[src/rtl/count_seq_checker_sat_counter.sv]
// Saturating statistics counter; a clear and an increment in the same cycle yields 1.
module sat_counter #(
  parameter int W = 8
) (
  input  logic         clk,
  input  logic         rst,
  input  logic         clr,
  input  logic         inc,
  output logic [W-1:0] value
);
  logic [W-1:0] r_value;

  always_ff @(posedge clk) begin
    if (rst) begin
      r_value <= '0;
    end else if (clr) begin
      r_value <= inc ? W'(1) : '0;
    end else if (inc && (r_value != '1)) begin
      r_value <= r_value + W'(1);
    end
  end

  assign value = r_value;
endmodule

[config.mk]
export PLATFORM = sky130hd
export DESIGN_NAME = sat_counter
export DESIGN_NICKNAME = d
export VERILOG_FILES = /design/src/rtl/count_seq_checker_sat_counter.sv
export SDC_FILE = /design/constraint.sdc
export NUM_CORES = 1
export LEC_CHECK = 0
export CAP_MARGIN = 30
export CORE_MARGIN = 2
export CORE_UTILIZATION = 30
export CTS_BUF_LIST = sky130_fd_sc_hd__clkbuf_16
export DETAILED_ROUTE_END_ITERATION = 6
export PLACE_DENSITY_LB_ADDON = 0.25
export SYNTH_ARGS = -nofsm -noshare
export SYNTH_HDL_FRONTEND = slang
export SYNTH_SLANG_ARGS = --single-unit
[constraint.sdc]
create_clock -name clk -period 1.6 [get_ports clk]
set_input_delay 0.16 -clock clk [delete_from_list [all_inputs] [get_ports clk]]
set_output_delay 0.16 -clock clk [all_outputs]
set_load 0.005 [all_outputs]
==> results of run 1 <==
==> worst min path at each step <==
stage	startpoint	end
global route	value[1]	value[1]
detailed placement	value[1]	value[1]
CTS	value[1]	value[1]
floorplan	rst	value[0]
finish	value[1]	value[1]
global placement	value[1]	value[1]
==> power breakdown <==
group	internal, mW	switching (mW)	leakage, nW
registers	0.204	0.00395	0.0648
clock network	0.322	0.0982	0.0370
logic	0.0233	0.0158	0.144
total	0.549	0.118	0.246
==> metal layers <==
layer,GRT usage [%],part of all wire [%],up-vias
li1,-,-,239
met3,6.47,5.1,3
met2,16.6,40,13
met1,17.6,52,201
met5,0,0,-
met4,7.50,2.3,0
==> through the flow <==
step                instance area (um^2)  std cells  worst slack, ns  power, mW
finish                               656         83            0.206      0.667
floorplan                            444         53            0.346      0.226
detailed placement                   581         80           0.0628      0.250
global route                         656         83           0.0586      0.698
CTS                                  656         83            0.209      0.677
global placement                     581         80            0.111      0.250
==> layout by cell type, fill, tap and decap left out, types with 2 or more instances in the layout <==
cell / instances
and4_1: 2
dfxtp_1: 8
nand2_1: 5
o21ai_0: 2
mux2i_1: 3
nand4_1: 3
nand3_1: 2
buf_4: 2
inv_1: 4
nor2_1: 2
a21oi_1: 4
clkbuf_16: 3
a31oi_1: 4
clkdlybuf4s50_1: 11
==> cell type report <==
class / count / area share, %
Inverter: 4 / 2.29
Multi-Input combinational cell: 40 / 39.9
Tap cell: 15 / 2.86
Timing Repair Buffer: 13 / 19.1
Sequential cell: 8 / 24.4
Clock buffer: 3 / 11.5
==> kinds of logic (layout without fill, tap and decap cells) <==
family	count (synthesis)	after routing	share of synthesized area, %
mux	3	3	6.76
fa+ha+maj	1	1	2.82
flops	8	8	36.1
compound gates	15	15	22.3
buf+inv	5	20	5.07
simple gates	21	21	27.1
==> flow_summary_export.csv, run 1 <==
group,metric,value,unit
drt,drt_first_pass_iters,4,
global_routing,grt_pass1_wl,1.70,mm
global_routing,antenna_found_initial,0,
logic_synthesis,synthArstFlopShare,0,%
logic_synthesis,synth.area.top_cells,"dfxtp_1 (36%), mux2i_1 (6.8%), a31oi_1 (5.6%), a21oi_1 (4.5%), nand2_1 (4.2%)",
finish,final_util,48.6,%
critical_path,reg2reg_depth,4,
finish,fillers,139,
die,initial_core_util,32.9,%
drt,drt_iter0_markers,9,
finish,largest_reg_flops,8,
logic_synthesis,ys_ff_latch,8,
finish,layout-drive-gt1-share,10.3,%
sta,finalSetupViolations,0,
critical_path,crit_type,"flip-flop to output pin",
critical_path,endpoint,"value[7]",
clock_network,cts.reportedPaths.clkPinSlew,0.04,ns
power,p_leak,0.246,nW
logic_synthesis,netlist_area,444,um^2
sta,timing.slew.headroom,79.3,%
critical_path,critPathLaunch,"value[7]",
clock_network,cts.sinks,8,
place,gp_congestion,0.744,
die,num_io_pins,12,
sta,max_slew.worst_pin.slew,0.307,ns
critical_path,cp.depth,1,
critical_path,start_kind,"flip-flop",
clock_network,cts_resized,0,
finish,multiInputGateArea,262,um^2
die,core,1350,um^2
die,die_h,42.5,um
power,power_density,1020,nW/um^2
flow_run,maxCapViolations,0,
logic_synthesis,synth_cells,53,
global_routing,overflow,0,
logic_synthesis,synth.yosys.warnings,0,
drt,wl_per_cell,12.3,um
die,fp.dieW,42.5,um
sta,hold_viol_final,0,
clock_network,cts_inserted_buffers,3,
critical_path,r2r-end,"value[1]",
clock_network,cts_setup_buffers,0,
critical_path,cpLargestDelayFamily,"buffers and inverters",
logic_synthesis,synthDominantCellAreaShare,36.1,%
finish,area_growth,47.6,%
critical_path,cp_num_buf_inv,1,
global_routing,grt_pass1_vias,376,
logic_synthesis,syn_nets,58,
power,vdd_ir_drop_max,396,uV
die,die_area,1800,um^2
sta,finalCritPeriodShare,87.1,%
critical_path,required,1.44,ns
drt,drc,0,
logic_synthesis,syn_area_per_cell,8.38,um^2
drt,drtAntennaViolNets,0,
critical_path,critical_path_arrival,1.23,ns
clock_network,cts_tree,"done",
drt,routed_wl,1.02,mm
status,status,"completed",
critical_path,path_cells,"clkdlybuf4s50_1",
clock_network,clockBufferDepth,2,
hold_path,hold_path_depth,2,
sta,fin_worst_skew,0.00303,ns
drt,via_per_inst,5.49,
logic_synthesis,yosysUniqueCellTypes,25,
sta,rsz0062_at_grt,"false",
sta,fmax,717,MHz
sta,hold_slack,0.522,ns
critical_path,crit_fanout,8,
finish,antennaDiodeCount,0,
clock_network,clockRootBuffer,"clkbuf_16",
drt,vias,456,
sta,setup_tns,0,ns
critical_path,end_kind,"output pin",
sta,min_period,1.39,ns
place,portBuffers,11,
logic_synthesis,synth_edf_count,0,
logic_synthesis,synth_ff_type,"dfxtp_1",
finish,seqCellArea,160,um^2
critical_path,crit_path_max_incr_delay,0.55,ns
clock_network,clkLatencyLatePin,0.23,ns
clock_network,cts_max_level,1,
global_routing,grt_use_total,13.1,%
logic_synthesis,synth_area_leader_cell,"dfxtp_1",
critical_path,reg2reg_slack,0.22,ns
critical_path,cpMaxStageDelayCell,"clkdlybuf4s50_1",
logic_synthesis,synthTopCellsByCount,"dfxtp_1 (8), nand2_1 (5), a21oi_1 (4), a31oi_1 (4), inv_1 (4)",
logic_synthesis,ys_seq_area_share,36.1,%
logic_synthesis,yosysMostFrequentCell,"dfxtp_1",
global_routing,grt_max_degree,9,
clock_network,cts_hold_buf,0,
critical_path,r2r-start,"value[0]",
place,dpl.hpwl,753,um
finish,nets,75,
die,row_count,13,
hold_path,hp-class,"flip-flop to flip-flop",
sta,final_max_slew_viol_count,0,
Power figures use the tool's default switching activity.
==> inputs of run 2 (changes only) <==
--- a/constraint.sdc
+++ b/constraint.sdc
@@ -3,2 +3,2 @@
 set_output_delay 0.16 -clock clk [all_outputs]
-set_load 0.005 [all_outputs]
+set_load 0.1 [all_outputs]
==> run 2 against run 1 <==
Net effect:
- die area stayed put
- highest routed layer is now met3
- combinational power is 69% higher
- register-to-register slack hardly changed
- count of clock-buffer cells in the layout stayed put
- worst setup slack better by 0.0082 ns
- largest power group unchanged
- sequential cell count stayed put
- largest cell class unchanged
- clock skew is 0.00063 ns lower
==> flow_summary_export.csv, run 2 (synthesis results as in run 1) <==
group,metric,value,unit
status,status,"completed",
sta,rsz0062_at_grt,"false",
die,fp.dieW,42.5,um
finish,layout-drive-gt1-share,32.4,%
power,power_density,938,nW/um^2
global_routing,grt_pass1_wl,2.10,mm
power,pwr-share-clk,60.9,%
clock_network,cts_max_level,1,
critical_path,critical_path_arrival,1.54,ns
sta,max_slew.worst_pin.slew,0.322,ns
clock_network,clkLatencyLatePin,0.23,ns
sta,fmax,721,MHz
sta,finalSetupViolations,0,
sta,fin_worst_skew,0.00239,ns
drt,wl_per_cell,14.4,um
finish,largest_reg_flops,8,
critical_path,cpMaxStageDelayCell,"dfxtp_4",
clock_network,cts_tree,"done",
clock_network,cts_setup_buffers,0,
die,initial_core_util,32.9,%
critical_path,crit_type,"flip-flop to flip-flop",
hold_path,hp-class,"flip-flop to flip-flop",
power,p_leak,0.289,nW
global_routing,antenna_found_initial,0,
finish,final_area,747,um^2
finish,nets,74,
die,die_area,1800,um^2
critical_path,cp_num_buf_inv,0,
clock_network,cts_inserted_buffers,3,
global_routing,overflow,0,
power,vdd_ir_drop_max,1030,uV
sta,hold_viol_final,0,
clock_network,cts.sinks,8,
flow_run,maxCapViolations,0,
place,postPlaceCellArea,668,um^2
finish,layout_commonest_cell,"buf_12",
drt,drt_iter0_markers,26,
critical_path,cpLargestDelayFamily,"flip-flops",
clock_network,clockBufferDepth,2,
finish,layout_common_cells,"buf_12 (8), dfxtp_2 (6), nand2_1 (5), inv_1 (5)",
drt,vias,474,
power,fin_total_pwr,0.701,mW
die,num_io_pins,12,
global_routing,grt_pass1_vias,449,
sta,final_max_slew_viol_count,0,
critical_path,crit_fanout,7,
global_routing,grt_use_total,15.5,%
critical_path,end_kind,"flip-flop",
critical_path,start_kind,"flip-flop",
drt,drc,0,
sta,timing.slew.headroom,78.3,%
drt,drtAntennaViolNets,0,
clock_network,cts.reportedPaths.clkPinSlew,0.04,ns
global_routing,grt_max_degree,9,
clock_network,clockRootBuffer,"clkbuf_16",
critical_path,crit_path_max_incr_delay,0.36,ns
place,portBuffers,11,
critical_path,required,1.76,ns
drt,via_per_inst,5.71,
drt,routed_wl,1.20,mm
clock_network,cts_resized,0,
clock_network,cts_hold_buf,0,
sta,min_period,1.39,ns
power,switching_share,20.6,%
finish,antennaDiodeCount,0,
power,switching_power,0.144,mW
sta,finalCritPeriodShare,86.6,%
place,gp_congestion,0.828,
critical_path,path_cells,"ha_1 > and4_1 > a31oi_1 > mux2i_1",
die,core,1350,um^2
die,die_h,42.5,um
power,comb_power_share,9.4,%
finish,area_growth,68.2,%
power,p_int,0.556,mW
sta,setup_tns,0,ns
die,row_count,13,
drt,drt_first_pass_iters,4,
power,pwr-share-seq,29.7,%
place,dpl.hpwl,816,um
==> run 2: cell types whose count changed in the layout (fill, tap and decap cells not counted) <==
cell,before,now
clkdlybuf4s50_1,11,3
dfxtp_2,0,6
dfxtp_1,8,0
inv_1,4,5
dfxtp_4,0,2
buf_12,0,8
buf_4,2,1
==> run 2: power groups by stage <==
stage / logic [mW] / registers, mW / clock network, mW
global placement: 0.0645 / 0.211 / 0
detailed placement: 0.0653 / 0.211 / 0
floorplan: 0.0158 / 0.230 / 0
global route: 0.0697 / 0.209 / 0.449
CTS: 0.0660 / 0.208 / 0.435
finish: 0.0662 / 0.208 / 0.427
==> run 2: area by class of cell <==
class                   count  area, um^2
well taps                  15        18.8
clock buffers               3        75.1
inverters                   4        15.0
clock inverters             1        3.75
multi-input cells          40         262
flip-flops and latches      8         175
repair buffers             12         198
fillers                   111         603
==> run 2: routing by layer <==
metal,GRT usage (%),vias to the layer above,wire length (um)
met2,21.8,20,533
met3,6.90,0,107
met5,0,-,0
li1,-,236,-
met4,4.38,0,0
met1,21.1,218,555
==> run 2: path summary, 6_finish.rpt <==
kind                   end  slack (ns)  cells past startpoint  startpoint
hold reg to reg   value[1]        0.51                      2    value[1]
setup reg to reg  value[1]        0.21                      4    value[0]
hold / removal    value[1]        0.51                      2    value[1]
setup / recovery  value[1]        0.21                      4    value[0]
==> run 2: metrics by stage <==
step                setup slack (ns)  hold slack (ns)  util [%]  instances
global placement               0.113            0.496      49.5         79
finish                         0.214            0.509      55.3         83
CTS                            0.196            0.514      55.3         83
detailed placement            0.0606            0.508      49.5         79
floorplan                     0.0674            0.220         -         53
global route                  0.0131            0.529      55.3         83
==> run 2: worst register-to-register path, delay by kind of cell, from the launching register on <==
family	cells	cell delay, ns
AO/OA/AOI/OAI	1	0.21
adder cells (fa/ha/maj)	1	0.29
flip-flops	1	0.36
multiplexers	1	0.19
AND/OR/NAND/NOR	1	0.26
